[src/rtl/param_stack_cpu.sv]
// param_stack_cpu: parametrised stack-machine core with start/halt control and fault detection.
// One instruction per clock from a combinational instruction memory onto a register-file stack.
module param_stack_cpu #(
  parameter int DATA_W = 32,
  parameter int DEPTH  = 16,
  parameter int PC_W   = 8
) (
  input  logic                       i_clk,
  input  logic                       i_rst_n,
  input  logic                       i_start,
  output logic [PC_W-1:0]            o_instr_addr,
  input  logic [31:0]                i_instr_data,
  output logic [DATA_W-1:0]          o_top,
  output logic [$clog2(DEPTH+1)-1:0] o_depth,
  output logic                       o_zero,
  output logic                       o_running,
  output logic                       o_halted,
  output logic                       o_error
);
  localparam int DW = $clog2(DEPTH+1);
  localparam int AW = $clog2(DEPTH);
  typedef enum logic [1:0] {S_IDLE, S_RUN, S_HALT, S_FAULT} state_t;
  state_t            r_state, w_state_nx;
  logic [DATA_W-1:0] r_stk [DEPTH];
  logic [DW-1:0]     r_depth, w_depth_nx;
  logic [PC_W-1:0]   r_pc, w_pc_nx;
  logic              r_zero, w_zero_nx;
  logic [5:0]        w_op;
  logic [DATA_W-1:0] w_imm, w_t, w_s, w_res, w_dat_a, w_dat_b;
  logic [PC_W-1:0]   w_tgt;
  logic [AW-1:0]     w_ti, w_si, w_pi, w_idx_a, w_idx_b;
  logic              w_empty, w_lt2, w_full, w_we_a, w_we_b, w_fault;
  assign w_op    = i_instr_data[31:26];
  assign w_imm   = DATA_W'(i_instr_data[15:0]);
  assign w_tgt   = i_instr_data[PC_W-1:0];
  assign w_ti    = AW'(r_depth - 1'b1);
  assign w_si    = AW'(r_depth - 2'd2);
  assign w_pi    = AW'(r_depth);
  assign w_empty = r_depth == '0;
  assign w_lt2   = r_depth < DW'(2);
  assign w_full  = r_depth == DW'(DEPTH);
  assign w_t     = w_empty ? '0 : r_stk[w_ti];
  assign w_s     = r_stk[w_si];
  assign w_res   = w_op == 6'd3 ? w_s + w_t :
                   w_op == 6'd4 ? w_s | w_t :
                   w_op == 6'd5 ? w_s - w_t :
                   w_op == 6'd6 ? DATA_W'($signed(w_s) < $signed(w_t)) :
                   w_op == 6'd7 ? ~(w_s | w_t) : w_s & w_t;
  always_comb begin
    w_state_nx = r_state;
    w_pc_nx    = r_pc;
    w_depth_nx = r_depth;
    w_zero_nx  = r_zero;
    w_we_a     = 1'b0;
    w_idx_a    = w_si;
    w_dat_a    = w_res;
    w_we_b     = 1'b0;
    w_idx_b    = w_si;
    w_dat_b    = w_t;
    w_fault    = 1'b0;
    case (r_state)
      S_IDLE: w_state_nx = i_start ? S_RUN : S_IDLE;
      S_RUN: begin
        w_pc_nx = r_pc + 1'b1;
        case (w_op)
          6'd0: ;
          6'd1: begin
            w_fault    = w_full;
            w_we_a     = 1'b1;
            w_idx_a    = w_pi;
            w_dat_a    = w_imm;
            w_depth_nx = r_depth + 1'b1;
          end
          6'd2: begin
            w_fault    = w_empty;
            w_depth_nx = r_depth - 1'b1;
          end
          6'd3, 6'd4, 6'd5, 6'd6, 6'd7, 6'd8: begin
            w_fault    = w_lt2;
            w_we_a     = 1'b1;
            w_depth_nx = r_depth - 1'b1;
            w_zero_nx  = w_res == '0;
          end
          6'd9: begin
            w_fault    = w_empty | w_full;
            w_we_a     = 1'b1;
            w_idx_a    = w_pi;
            w_dat_a    = w_t;
            w_depth_nx = r_depth + 1'b1;
          end
          6'd10: begin
            w_fault = w_lt2;
            w_we_a  = 1'b1;
            w_idx_a = w_ti;
            w_dat_a = w_s;
            w_we_b  = 1'b1;
          end
          6'd11: begin
            w_fault    = w_empty;
            w_depth_nx = r_depth - 1'b1;
            w_pc_nx    = w_t == '0 ? w_tgt : r_pc + 1'b1;
          end
          6'd12: w_pc_nx = w_tgt;
          6'd63: begin
            w_pc_nx    = r_pc;
            w_state_nx = S_HALT;
          end
          default: w_fault = 1'b1;
        endcase
        // a faulting instruction leaves all architectural state untouched
        if (w_fault) begin
          w_state_nx = S_FAULT;
          w_pc_nx    = r_pc;
          w_depth_nx = r_depth;
          w_zero_nx  = r_zero;
          w_we_a     = 1'b0;
          w_we_b     = 1'b0;
        end
      end
      default: ;
    endcase
  end
  always_ff @(posedge i_clk or negedge i_rst_n) begin
    if (!i_rst_n) begin
      r_state <= S_IDLE;
      r_pc    <= '0;
      r_depth <= '0;
      r_zero  <= 1'b0;
      for (int i = 0; i < DEPTH; i++) r_stk[i] <= '0;
    end else begin
      r_state <= w_state_nx;
      r_pc    <= w_pc_nx;
      r_depth <= w_depth_nx;
      r_zero  <= w_zero_nx;
      if (w_we_a) r_stk[w_idx_a] <= w_dat_a;
      if (w_we_b) r_stk[w_idx_b] <= w_dat_b;
    end
  end
  assign o_instr_addr = r_pc;
  assign o_top        = w_t;
  assign o_depth      = r_depth;
  assign o_zero       = r_zero;
  assign o_running    = r_state == S_RUN;
  assign o_halted     = r_state == S_HALT;
  assign o_error      = r_state == S_FAULT;
endmodule

[config.mk]
export PLATFORM = sky130hd
export DESIGN_NAME = param_stack_cpu
export DESIGN_NICKNAME = d
export VERILOG_FILES = /design/src/rtl/param_stack_cpu.sv
export SDC_FILE = /design/constraint.sdc
export NUM_CORES = 2
export LEC_CHECK = 0
export ABC_AREA = 1
export CAP_MARGIN = 20
export CELL_PAD_IN_SITES_DETAIL_PLACEMENT = 0
export CELL_PAD_IN_SITES_GLOBAL_PLACEMENT = 1
export CORE_MARGIN = 1.5
export CORE_UTILIZATION = 30
export DETAILED_ROUTE_END_ITERATION = 10
export GPL_TIMING_DRIVEN = 1
export PLACE_DENSITY = 0.57
export SYNTH_ARGS = -nofsm -noshare
export SYNTH_HDL_FRONTEND = slang
export SYNTH_SLANG_ARGS = --single-unit
[constraint.sdc]
create_clock -name i_clk -period 6.7 [get_ports i_clk]
set_input_delay 1.34 -clock i_clk [delete_from_list [all_inputs] [get_ports i_clk]]
set_output_delay 1.34 -clock i_clk [all_outputs]
set_load 0.02 [all_outputs]
* After elaboration in Yosys (flattened, before gate mapping)
Index checks and enable logic that the tools add are counted.
** Storage, ports and cells
- Register bits :: 528
- Input bits :: 35
- Output and inout bits :: 49
- Logic and storage cells :: 119
** Operators by class
- Add/sub/neg operators :: 6
- $lt $le $gt $ge :: 7
- Equality and inequality tests :: 18
- Mux-type cells :: 39
- Bitwise operators :: 9
- Reductions and logical operators :: 20
** Operators with widths (number)
- $bwmux W512 :: 2
- $mux W512 :: 2
- $mux W32 :: 13
- $bmux W32 S4 :: 2
- $demux W32 S4 :: 2
- $pmux W32 S3 :: 1
- $logic_not A32 Y1 :: 2
- $add A32 B32 Y32 :: 1
- $and A32 B32 Y32 :: 1
- $lt A32 B32 Y1 :: 1
- $not A32 Y32 :: 1
- $or A32 B32 Y32 :: 1
- $sub A32 B32 Y32 :: 1
- $eq A6 B4 Y1 const B :: 5
- $eq A6 B3 Y1 const B :: 4
- $pmux W8 S3 :: 1
- $ge A5 B5 Y1 const B :: 3
- $not A4 Y5 :: 3
- $eq A6 B2 Y1 const B :: 2
- $lt A5 B1 Y1 const B :: 2
- $pmux W5 S2 :: 1
- $reduce_and A3 Y1 :: 3
- $reduce_or A9 Y1 :: 1
- $add A8 B1 Y8 const B :: 1
- other kinds (30) :: 43

* Longest topological paths before layout
- Depth in word-level cells :: 19
- Mapped depth :: 38
- Mapped depth without buffers :: 32

* Least setup slack after synthesis
Ideal clock, no wire load.
- Path kind :: reg-to-reg
- Start point :: register r_depth[1], in the netlist o_depth[1]
- End point :: register r_stk[480] in the netlist's numbering
- Setup time :: 0.133 ns
- Arrival :: 5.281 ns
- Data required time :: 6.567 ns
- Slack :: 1.286 ns
- Cell stages (with the launch flop) :: 37
- Path buffers :: 8
- Clock period less this slack :: 5.414 ns
- Cells stage by stage :: dfrtp_1 -> inv_1 -> clkbuf_1 -> clkbuf_1 -> ha_1 -> buf_2 -> buf_2 -> clkbuf_1 -> a21oi_1 -> o21ai_0 -> o211ai_1 -> nand3_1 -> nand3_1 -> buf_2 -> clkbuf_1 -> inv_1 -> ha_1 -> fa_1 -> inv_1 -> nand3_1 -> nand2_1 -> nand2_1 -> nand2_1 -> nand2_1 -> nand2_1 -> nand2_1 -> nand2_1 -> nand2_1 -> nand3_1 -> nand2_1 -> a21oi_1 -> nand2_1 -> nand2_1 -> inv_1 -> buf_2 -> o21ai_0 -> o21ai_0
** Between the ends
- Word-level cells in the longest chain between the ends :: 19
- Elaborated cells between the ends (all ways) :: 51
- Those cells by class :: add/sub (4); order compare (6); eq/ne (1); mux (30); bitwise (7); reduce/logical (3)
** RTL lines
- start: declaration :: line 25 : logic [DW-1:0] r_depth, w_depth_nx;
- start signal: assignment :: line 133 : r_depth <= w_depth_nx;
- $sub A5 B1 Y5
- $not A4 Y5 (implied by the code) :: line 42 : assign w_t = w_empty ? '0 : r_stk[w_ti];
- $bmux W32 S4 :: line 42
- $mux W32 (implied by the code) (2 in series) :: line 42
- $mux W32 * :: line 42
- named net o_top[0] :: line 13 : output logic [DATA_W-1:0] o_top,
- parallel branches: the longest is 12 deep, another holds $lt A32 B32 Y1
- $mux W512 * :: line 136 : if (w_we_b) r_stk[w_idx_b] <= w_dat_b;
- end signal: indexed assignment :: line 135 : if (w_we_a) r_stk[w_idx_a] <= w_dat_a;
- end signal: indexed assignment :: line 136
- end: declaration :: line 24 : logic [DATA_W-1:0] r_stk [DEPTH];
Mark *: on every way through the listed nets, which the timed path passes. The select of a mux whose other input is x is not followed.
A chain may end at the register's enable or synchronous reset.

* Final worst setup path
- Start point :: register r_depth[0], in the netlist o_depth[0]
- End point :: register r_stk[32] in the netlist's numbering
** Between the ends
- Word-level cells in the longest chain between the ends :: 19
- Elaborated cells between the ends (all ways) :: 51
- Those cells by class :: add/sub (4); order compare (6); eq/ne (1); mux (30); bitwise (7); reduce/logical (3)
** RTL lines (line)
- parallel branches: the longest is 18 deep, another holds $lt A32 B32 Y1
- $mux W512 * :: 136
Mark *: on every way between the ends. The select of a mux whose other input is x is not followed.

==> results.toml <==
[placement]
hpwl_mm = 158.5
routabilityCongestion = 0.9668
portBuffers = 73
dp_slack_ns = 0.6901
placed_cells = 8018

[route]
vias = 46890
ant_nets = 0
routed_wl_mm = 234.4
via_per_inst = 5.755
avgRoutedWirePerCell_um = 28.77
drc = 0
drt_iter0_drc = 5946
dr.pass1.iters = 6

[final_layout]
syn_to_final_growth_pct = 12.27
layout-drive-gt1-share_pct = 7.509
final_cells = 8148
fin_util_pct = 34.06
nNetsFinal = 6438

[sta]
slew_viol_final = 0
slew_headroom_pct = 18.46
min_period_ns = 6.209
post-route-period-util_pct = 92.67
finClkSkew_ns = 0.03475
finalHoldViolCount = 0
tns_ns = 0
finalSetupViolations = 0
max_freq_mhz = 161.1
worstMarginPinSlew_ns = 1.223
worst_slack_ns = 0.4913
rsz0062_at_grt = "false"

[clocking]
clock-sinks = 528
cts-htree-levels = 3
cts_buffers = 70
post_cts_buffers = 0
ctsResizeCount = 0
clk_latency_ns = 0.69
clk_path_buf_depth = 3
cts_tree = "done"
holdBufCountCts = 0
root_buffer = "clkbuf_16"
clk_pin_slew_ns = 0.06

[yosys]
synth_fa_ha_area_share_pct = 3.237
yosysTopAreaCellShare_pct = 31.60
ys.flop_type = "dfrtp_1"
syn-num-nets = 6585
synthMuxAreaShare_pct = 0
ys_ff_latch = 528
synth_compound_area_share_pct = 30.70
synth.largest_area_cell = "dfrtp_1"
avgSynthCellArea_um2 = 6.491
synth_area_um2 = 41820
synthXorXnorAreaFrac_pct = 0.2693
synth_edf_count = 0
synth_top_family_by_area = "compound AO/OA/AOI/OAI gates"
synth-seq-area-share_pct = 31.60
synthArstFlopShare_pct = 100.0
synth_cell_types = 51
synth_warnings = 0
synthSimpleGateAreaFrac_pct = 22.77
synth_cells = 6443
ys_top_cells_by_area = "dfrtp_1 32%, nand2_1 11%, o21ai_0 10%"

[run]
cap_violations = 0

[power_and_ir_drop]
irDropWorstVdd_uv = 185.4
powerDensity_nw_per_um2 = 157.3
p_leak_uw = 0.02210

[critical_path]
crit_type = "reg -> reg"
cp_data_required_time_ns = 7.30
endpoint_kind = "flip-flop"
r2r_cells = 23
arrival_ns = 6.81
timing.rr.end = "r_stk[32]"
startpoint_type = "flip-flop"
r2r_slack_ns = 0.49
r2r_start = "o_depth[0]"
worst-path-max-fanout = 32

[die]
row_count = 136
start_util_pct = 30.34
fp.coreArea_um2 = 137800
die_w_um = 376.4
ios = 84
die_h_um = 376.4
dieArea_um2 = 141600

[min_path]
hold_class = "reg -> reg"
hold_end = "r_stk[485]"
min_path_cells = 2
hold_start = "r_stk[485]"

[global_routing]
grt_max_degree = 206
grt_pass1_vias = 43130
antenna_found_initial = 10
grt_remaining_overflow = 0
grt_usage_pct = 32.30
grt_pass1_wl_mm = 330.0

[outcome]
outcome = "finished clean"
-- critical path, cell delays in order, from the launching register on --
cell	delay, ns
dfrtp_4	0.59
inv_8	0.20
ha_4	0.27
inv_4	0.43
buf_12	0.29
buf_4	0.22
o211ai_1	0.12
nand3_1	0.10
nand3_1	0.50
ha_1	0.79
nand2_1	0.18
nor2_1	0.26
nand2_1	0.17
nor2_1	0.11
nand2_1	0.13
nand3_1	0.12
nand3_1	0.17
nand2_1	0.12
a21oi_1	0.08
nand2_1	0.06
nand2_1	0.06
inv_1	0.72
nand2_1	0.13
a22oi_1	0.20
-- through the flow --
| step | power, µW | cell area [µm²] | hold WS (ns) |
|---|---|---|---|
| final | 7385 | 46950 | 0.5125 |
| after global routing | 7566 | 46950 | 0.5359 |
| after CTS | 7442 | 46950 | 0.5129 |
| after detailed placement | 3447 | 44610 | 0.4971 |
| after global placement | 3448 | 44560 | 0.4990 |
| after floorplan | 3305 | 41820 | 0.4707 |
-- placed cells by master (no fill, tap or decap), types with 28 or more instances in the layout --
master / instances
nor2_1: 563
o211ai_1: 194
clkdlybuf4s50_1: 70
dfrtp_1: 526
nand2_1: 1239
buf_4: 204
o21ai_1: 109
nand3_1: 369
a22oi_1: 123
a21oi_1: 856
inv_1: 594
nor2_4: 28
inv_2: 42
o22ai_1: 121
ha_1: 104
clkbuf_16: 71
nand4_1: 35
o21ai_0: 863
-- synthesized netlist by cell type (7+ instances only) --
library cell and count:
inv_2 45, o21ai_2 8, inv_1 595, o21ai_0 863
a22oi_1 123, clkbuf_1 217, xor2_1 10, o21ai_1 109
and2_1 8, clkinv_1 7, buf_2 234, buf_1 37
buf_4 29, nor2_4 12, nand2_2 11, nor2_2 16
ha_1 105, nor3_1 12, o221ai_1 20, nand4_1 35
dfrtp_1 528, a21oi_1 856, o211ai_1 194, nand3_1 369
nand2_1 1240, o22ai_1 121, nor2_1 576, a21boi_1 7
-- registers in the layout (all words and copies together), names as in the netlist --
| name | flops |
|---|---|
| r_state | 2 |
| o_zero | 1 |
| r_stk | 512 |
| o_instr_addr | 8 |
| o_depth | 5 |
-- area by class of cell --
class | count | area (µm²)
Sequential cell | 528 | 13220
Tap cell | 1794 | 2245
Multi-Input combinational cell | 4750 | 23980
Fill cell | 15040 | 90880
Clock inverter | 26 | 280.3
Timing Repair Buffer | 298 | 2723
Antenna cell | 2 | 5.005
Inverter | 648 | 2449
Clock buffer | 102 | 2053
-- cells by family after synthesis --
| logic type | after synthesis |
|---|---|
| compound gates | 2328 |
| xor+xnor | 12 |
| fa+ha+maj | 107 |
| buf+inv | 1165 |
| simple gates | 2303 |
| flops | 528 |
-- routing by layer --
metal	GRT usage, %	part of all wire (%)	up-vias
met3	4.641	8.1	386
met5	0	0.019	-
met1	45.38	44	22750
met4	12.43	4.3	6
li1	-	-	21500
met2	49.71	44	2242
-- report_power, final --
group          internal, µW  switching, µW  leakage, µW
Combinational          37.5            160       0.0143
Clock                  2320           1680      0.00116
Sequential             3190              0      0.00664
-- how the worst max path moves through the flow --
stage,endpoint,depth (start not counted),slack (ns),startpoint
after floorplan,r_stk[480],36,1.29,o_depth[1]
after global placement,r_stk[64],24,0.66,o_depth[0]
after detailed placement,r_stk[32],23,0.69,o_depth[0]
after CTS,r_stk[480],24,0.65,o_depth[0]
after global routing,r_stk[480],23,0.12,o_depth[0]
final,r_stk[32],23,0.49,o_depth[0]
Note: power is estimated with default switching activity, not from simulation.
